**src/rtl/adc_if.sv**
```systemverilog
// ADC-side bus between the scope capture block (master) and the converter or its emulator (slave).
interface adc_if;
   logic       iADC_CLK;
   logic       iADC_nOE;
   logic [7:0] oADC_Data;
   logic       oADC_Data_En;
   logic       oSample_Strobe;

   modport master (output iADC_CLK, iADC_nOE,
                   input  oADC_Data, oADC_Data_En, oSample_Strobe);
   modport slave  (input  iADC_CLK, iADC_nOE,
                   output oADC_Data, oADC_Data_En, oSample_Strobe);
endinterface

```
**src/rtl/adc_emulator.sv**
```systemverilog
// Fabric stand-in for the 8-bit pipelined parallel ADC: pattern generator behind a
// programmable-latency pipeline, clocked by rising edges of the scope's ADC clock.
module adc_emulator #(
   parameter int PIPE_LAT  = 5,
   parameter int RAMP_STEP = 1,
   parameter int SQ_HALF   = 64
) (
   input  logic       iClk,
   input  logic       iRst_n,
   input  logic [1:0] iMode,
   input  logic [7:0] iLevel,
   adc_if.slave       adc
);
   localparam int             CW       = $clog2(SQ_HALF);
   localparam logic [CW-1:0]  CNT_LAST = CW'(SQ_HALF - 1);
   localparam logic [7:0]     STEP8    = 8'(RAMP_STEP);
   localparam logic [8:0]     STEP9    = 9'(RAMP_STEP);

   logic                           clk_s1_q, clk_s2_q, clk_prev_q;
   logic                           noe_s1_q, noe_s2_q;
   logic                           strobe_q;
   logic [PIPE_LAT-1:0][7:0]       pipe_q, pipe_d;
   logic [7:0]                     acc_q, acc_d;
   logic [CW-1:0]                  cnt_q, cnt_d;
   logic                           phase_q, phase_d;
   logic                           up_q, up_d;
   logic [7:0]                     g;
   logic                           edge_ev;

   assign edge_ev = clk_s2_q & ~clk_prev_q;

   // Current sample and the generator state it would advance to on this edge.
   always_comb begin
      g       = acc_q;
      acc_d   = acc_q;
      cnt_d   = cnt_q;
      phase_d = phase_q;
      up_d    = up_q;
      case (iMode)
         2'd0: acc_d = acc_q + STEP8;
         2'd1: begin
            g = {8{phase_q}};
            if (cnt_q == CNT_LAST) begin
               cnt_d   = '0;
               phase_d = ~phase_q;
            end else begin
               cnt_d = cnt_q + CW'(1);
            end
         end
         2'd2: begin
            // 9-bit compares so the turn-around never wraps through 0 or 255
            if (up_q) begin
               if ({1'b0, acc_q} >= 9'd255 - STEP9) begin
                  acc_d = 8'hFF;
                  up_d  = 1'b0;
               end else begin
                  acc_d = acc_q + STEP8;
               end
            end else begin
               if ({1'b0, acc_q} <= STEP9) begin
                  acc_d = 8'h00;
                  up_d  = 1'b1;
               end else begin
                  acc_d = acc_q - STEP8;
               end
            end
         end
         default: g = iLevel;
      endcase
   end

   always_comb begin
      pipe_d = pipe_q;
      if (edge_ev) begin
         pipe_d[0] = g;
         for (int i = 1; i < PIPE_LAT; i++) pipe_d[i] = pipe_q[i-1];
      end
   end

   always_ff @(posedge iClk or negedge iRst_n) begin
      if (!iRst_n) begin
         clk_s1_q   <= 1'b0;
         clk_s2_q   <= 1'b0;
         clk_prev_q <= 1'b0;
         noe_s1_q   <= 1'b1;
         noe_s2_q   <= 1'b1;
         strobe_q   <= 1'b0;
         pipe_q     <= '0;
         acc_q      <= '0;
         cnt_q      <= '0;
         phase_q    <= 1'b0;
         up_q       <= 1'b1;
      end else begin
         clk_s1_q   <= adc.iADC_CLK;
         clk_s2_q   <= clk_s1_q;
         clk_prev_q <= clk_s2_q;
         noe_s1_q   <= adc.iADC_nOE;
         noe_s2_q   <= noe_s1_q;
         strobe_q   <= edge_ev;
         pipe_q     <= pipe_d;
         if (edge_ev) begin
            acc_q   <= acc_d;
            cnt_q   <= cnt_d;
            phase_q <= phase_d;
            up_q    <= up_d;
         end
      end
   end

   assign adc.oADC_Data      = noe_s2_q ? 8'h00 : pipe_q[PIPE_LAT-1];
   assign adc.oADC_Data_En   = ~noe_s2_q;
   assign adc.oSample_Strobe = strobe_q;
endmodule

```
**src/flat_wrapper.sv**
```systemverilog
// flat-port wrapper written by rule: the top's interface ports become plain ports
module adc_emulator_flat 
#(
   parameter int PIPE_LAT  = 5,
   parameter int RAMP_STEP = 1,
   parameter int SQ_HALF   = 64
)
  (iClk, iRst_n, iMode, iLevel, adc_iADC_CLK, adc_iADC_nOE, adc_oADC_Data, adc_oADC_Data_En, adc_oSample_Strobe);
  adc_if adc_i ();
  input  logic iClk;
  input  logic iRst_n;
  input  logic [1:0] iMode;
  input  logic [7:0] iLevel;
  input wire logic [$bits(adc_i.iADC_CLK)-1:0] adc_iADC_CLK;
  input wire logic [$bits(adc_i.iADC_nOE)-1:0] adc_iADC_nOE;
  output wire logic [$bits(adc_i.oADC_Data)-1:0] adc_oADC_Data;
  output wire logic [$bits(adc_i.oADC_Data_En)-1:0] adc_oADC_Data_En;
  output wire logic [$bits(adc_i.oSample_Strobe)-1:0] adc_oSample_Strobe;
  assign adc_i.iADC_CLK = adc_iADC_CLK;
  assign adc_i.iADC_nOE = adc_iADC_nOE;
  assign adc_oADC_Data = adc_i.oADC_Data;
  assign adc_oADC_Data_En = adc_i.oADC_Data_En;
  assign adc_oSample_Strobe = adc_i.oSample_Strobe;
  adc_emulator #(.PIPE_LAT(PIPE_LAT), .RAMP_STEP(RAMP_STEP), .SQ_HALF(SQ_HALF)) u_core (.iClk(iClk), .iRst_n(iRst_n), .iMode(iMode), .iLevel(iLevel), .adc(adc_i));
endmodule
```
**config.mk**
```make
export PLATFORM = sky130hd
export DESIGN_NAME = adc_emulator_flat
export DESIGN_NICKNAME = d
export VERILOG_FILES = /design/src/rtl/adc_if.sv /design/src/rtl/adc_emulator.sv /design/src/flat_wrapper.sv
export SDC_FILE = /design/constraint.sdc
export NUM_CORES = 1
export LEC_CHECK = 0
export CELL_PAD_IN_SITES_DETAIL_PLACEMENT = 0
export CELL_PAD_IN_SITES_GLOBAL_PLACEMENT = 1
export CORE_UTILIZATION = 46
export CTS_BUF_LIST = sky130_fd_sc_hd__clkbuf_4
export CTS_CLUSTER_SIZE = 16
export DETAILED_ROUTE_END_ITERATION = 6
export PLACE_DENSITY_LB_ADDON = 0.1
export SLEW_MARGIN = 20
export SYNTH_ARGS = -nofsm -noshare
export SYNTH_HDL_FRONTEND = slang
export SYNTH_SLANG_ARGS = --single-unit
```
**constraint.sdc**
```tcl
create_clock -name iClk -period 1.9 [get_ports iClk]
set_clock_uncertainty 0.05 [all_clocks]
set_input_delay 0.475 -clock iClk [delete_from_list [all_inputs] [get_ports iClk]]
set_output_delay 0.475 -clock iClk [all_outputs]
set_load 0.005 [all_outputs]
```
Word-level counts from Yosys, hierarchy flattened
Index checks and enable logic that the tools add are counted.
W data, S select, Z words.
Storage, ports and cells
  output and inout bits: 10
  input port bits: 14
  bits in latches: 0
  memories: 0
  bits in registers: 62
  memory bits (writable): 0
  word-level logic and storage cells: 44
  memory bits (read-only): 0
Operators by class
  bitwise operators: 4
  add/subtract/negate cells: 3
  div/mod/pow operators: 0
  $mul: 0
  mux-type cells: 10
  reduce and logical (&&, ||, !) cells: 7
  equal/unequal tests: 3
  order comparisons: 2
  shift-type cells: 0
Operators by type and width (count)
  $mux W8: 4
  $pmux W8 S2: 2
  $add A8 B1 Y8 const B: 1
  $ge A8 B8 Y1 const B: 1
  $le A8 B1 Y1 const B: 1
  $sub A8 B1 Y8 const B: 1
  $add A6 B1 Y6 const B: 1
  $eq A6 B6 Y1 const B: 1
  $mux W6: 1
  $reduce_and A2 Y1: 3
  $mux W1: 3
  $not A1 Y1: 3
  $reduce_and A3 Y1: 1
  $eq A2 B1 Y1 const B: 1
  $eq A2 B2 Y1 const B: 1
  $logic_not A2 Y1: 1
  $reduce_bool A2 Y1: 1
  $reduce_or A2 Y1: 1
  $and A1 B1 Y1: 1

Logic depth before layout (Yosys ltp)
  word-level depth: 4
  mapped depth: 7

Least setup slack after synthesis
OpenSTA, ideal clock, no wires.
  path kind: input to register
  start: input iMode[0]
  end: register u_core.acc_q[6]
  arrival time: 1.605 ns
  stages on the path: 4
  setup slack: 0.141 ns
  data required time: 1.746 ns
  buffers on the path: 0
  cells stage by stage: or3b_1 -> or4_1 -> a21o_1 -> o311ai_1
On the way
  word-level cells in the longest chain between the ends: 3
  elaborated cells on any way between the ends: 5
  classes of those cells: eq/ne (1); mux (1); reduce/logical (3)
Ends and longest elaborated chain
  from (decl): line flat_wrapper.sv:12  | input logic [1:0] iMode;
  $eq A2 B2 Y1 or $logic_not A2 Y1 (tied branches): line adc_emulator.sv:39  | case (iMode)
  $reduce_bool A2 Y1 (no line)
  $reduce_and A2 Y1 (no line)
  to (signal assigned): line adc_emulator.sv:89  | acc_q <= '0;
  to (signal assigned): line adc_emulator.sv:102  | acc_q <= acc_d;
  to (decl): line adc_emulator.sv:23  | logic [7:0] acc_q, acc_d;
Parallel ways exist; a longest one is shown, timed or not.
A chain may end at the register's enable or synchronous reset.

Worst setup path after layout
Ends and elaborated chain as after synthesis.

==> impl_metrics.env <==
export IMPL_grt_remaining_overflow=0
export IMPL_ctsHoldBuffers=0
export IMPL_gr_usage_all_layers=0.203
export IMPL_slowest_delay_ns=0.52
export IMPL_setup_viol=0
export IMPL_syn_nets=354
export IMPL_p_leak_uw=0.00177
export IMPL_syn_to_final_growth_pct=20.0
export IMPL_io_buffers=23
export IMPL_dieArea_um2=6840
export IMPL_setup_worst_path_end_class="register"
export IMPL_path_max_fanout=3
export IMPL_ant_nets=0
export IMPL_ys_flop_type="dfrtp_1"
export IMPL_worstPathRequired_ns=2.15
export IMPL_antenna_found_initial=0
export IMPL_yosys_warnings=0
export IMPL_clk_pin_slew_ns=0.11
export IMPL_mostFrequentLayoutCell="nand2_1"
export IMPL_tightest_slew_ns=0.506
export IMPL_die_h_um=82.7
export IMPL_dp_hpwl_um=3960
export IMPL_cts_buffer_depth=2
export IMPL_cts_root_buffer="clkbuf_4"
export IMPL_slew_limit_headroom=0.661
export IMPL_cts_tree="done"
export IMPL_drive_gt1_frac=0.190
export IMPL_drv_slew=0
export IMPL_worstSetupPathType="in -> reg"
export IMPL_synth_distinct_cells=51
export IMPL_syn_instance_count=335
export IMPL_grt_max_degree=63
export IMPL_final_hold_violation_count=0
export IMPL_critPathArrivalTime_ns=2.12
export IMPL_layout_cells_non_filler=462
export IMPL_routed_via_density=5.20
export IMPL_cts_made_buffers=9
export IMPL_regArea_um2=1560
export IMPL_drt_iter0_markers=151
export IMPL_rows=29
export IMPL_hp_class="in -> async"
export IMPL_multi_input_area_um2=1350
export IMPL_synth_avg_cell_area_um2=8.95
export IMPL_start_util=0.475
export IMPL_globalplace_congestion=0.873
export IMPL_wirelength_um=6230
export IMPL_start_kind="input port"
export IMPL_status="complete, no violations"
export IMPL_drc_errors=0
export IMPL_dp_cells=442
export IMPL_netlist_area_um2=3000
export IMPL_clkLatencyLatePin_ns=0.40
export IMPL_core_um2=6310
export IMPL_final_cell_mix="107 x nand2_1, 57 x dfrtp_1, 28 x buf_4, 17 x nor2_1, 16 x a21oi_1"
export IMPL_via_count=2401
export IMPL_io_pins=24
export IMPL_dieWidth_um=82.7
export IMPL_grt_pass1_wl_um=10200
export IMPL_firstDrtPassIters=5
export IMPL_grt_pass1_vias=2133
export IMPL_rsz0062_at_grt="true"
export IMPL_diodes=0
export IMPL_fin_crit_sh=0.983
export IMPL_ys_ff_latch=62
export IMPL_ir_drop_mv=0.598
export IMPL_powerDensity_nw_per_um2=972
export IMPL_slowest_stage="or4_1"
export IMPL_async_reset_ff_frac=1.00
export IMPL_crit_chain="clkdlybuf4s50_1 -> or3b_1 -> or4_1 -> a21o_1 -> o311ai_1"
export IMPL_holdWs_ns=0.00844
export IMPL_fin_nets=399
export IMPL_clock_sinks=62
export IMPL_synth_edff_count=0
export IMPL_cap_violations=0
export IMPL_fmax_mhz=535
export IMPL_nFillCells=593
export IMPL_seq_area_frac_synth=0.519
export IMPL_wl_per_cell_um=13.5
export IMPL_fin_crit_ns=1.87
export IMPL_cts_htree_levels=3
[final timing paths]
path,start,end,slack [ns],cells past startpoint
max,iMode[0],u_core.acc_q[6]$_DFFE_PN0P_,0.03,5
min,iRst_n,u_core.pipe_q[36]$_DFFE_PN0P_,0.008,2
max reg2reg,u_core.acc_q[0]$_DFFE_PN0P_,u_core.acc_q[0]$_DFFE_PN0P_,0.04,7
min reg2reg,u_core.noe_s1_q$_DFF_PN1_,u_core.noe_s2_q$_DFF_PN1_,0.31,0
max in group asynchronous,iRst_n,u_core.up_q$_DFFE_PN1P_,1.49,2
min in group iClk,u_core.noe_s1_q$_DFF_PN1_,u_core.noe_s2_q$_DFF_PN1_,0.31,0
[critical path: cells and delay by family]
kind | cells | cell delay (ns)
simple gates | 2 | 0.93
buf+inv | 1 | 0.44
compound gates | 2 | 0.27
[routing by layer]
layer | vias up | global-route usage | part of all wire
met4 | 0 | 0.0948 | 0.015
met1 | 1121 | 0.268 | 0.48
met3 | 10 | 0.0462 | 0.030
met2 | 46 | 0.316 | 0.48
met5 | - | 0 | 0
li1 | 1224 | - | -
[synthesized netlist by cell type (2+ instances only)]
library cell / number / area, um2
nor4_1: 2 / 12.5
ha_1: 5 / 62.6
or3_1: 2 / 12.5
o22ai_1: 2 / 12.5
nor3b_1: 2 / 15.0
buf_2: 5 / 25.0
or4_1: 2 / 15.0
o21ai_0: 7 / 35.0
nor2b_1: 9 / 56.3
mux2i_1: 2 / 20.0
clkbuf_1: 12 / 45.0
buf_1: 3 / 11.3
nand2b_1: 2 / 12.5
dfrtp_1: 59 / 1480
nand3_1: 7 / 35.0
xnor2_1: 4 / 35.0
nor3_1: 6 / 30.0
o211ai_1: 2 / 15.0
a21oi_1: 16 / 80.1
inv_1: 10 / 37.5
nand2_1: 107 / 402
o31ai_1: 2 / 15.0
a21o_1: 9 / 67.6
a211oi_1: 10 / 75.1
nand4_1: 3 / 18.8
nor2_1: 17 / 63.8
or3b_1: 2 / 17.5
dfstp_2: 3 / 78.8
[area by class of cell]
class,count,share of cell area
Clock buffer,11,0.0230
Clock inverter,5,0.00730
Inverter,10,0.0104
Multi-Input combinational cell,242,0.376
Sequential cell,62,0.433
Tap cell,77,0.0268
Timing Repair Buffer,55,0.123
[sequential cells by signal, indices dropped and copies added (netlist names)]
signal / flops
u_core.noe_s1_q: 1
u_core.clk_s2_q: 1
u_core.noe_s2_q: 1
u_core.clk_prev_q: 1
u_core.pipe_q: 40
u_core.clk_s1_q: 1
u_core.up_q: 1
u_core.adc.oSample_Strobe: 1
u_core.phase_q: 1
u_core.acc_q: 8
u_core.cnt_q: 6
[where the power goes]
group	switching, uW	internal (uW)
combinational	457	431
sequential	255	1590
clock	474	288
total	1190	2310
[cells by family (layout without fill, tap and decap cells)]
group / Yosys count / count (layout) / share of synthesized area
flip-flops: 62 / 62 / 0.519
adder cells (fa/ha/maj): 5 / 5 / 0.0209
XOR/XNOR: 5 / 5 / 0.0146
AND/OR/NAND/NOR: 170 / 170 / 0.261
AO/OA/AOI/OAI: 59 / 59 / 0.132
multiplexers: 3 / 3 / 0.0104
buffers and inverters: 31 / 81 / 0.0422
[what timing repair did]
item / 4_1_cts / 5_1_grt
setup endpoints to repair: 9 / 15
gates cloned: 0 / 0
buffers inserted: 4 / 0
pin swaps: 0 / 2
gates resized for setup: 30 / 14
[stage by stage]
| step | cell area [um2] | power [uW] | setup WS [ns] | setup TNS, ns | util |
|---|---|---|---|---|---|
| final | 3600 | 3500 | 0.0323 | 0 | 0.570 |
| after global routing | 3600 | 3750 | -0.0411 | -0.185 | 0.570 |
| after CTS | 3590 | 3510 | 0.0201 | 0 | 0.568 |
| after detailed placement | 3460 | 2750 | -0.412 | -4.85 | 0.547 |
| after global placement | 3460 | 2720 | -0.315 | -3.94 | 0.547 |
| after floorplan | 3000 | 2410 | 0.141 | 0 | - |
(Power assumes the default switching activity.)
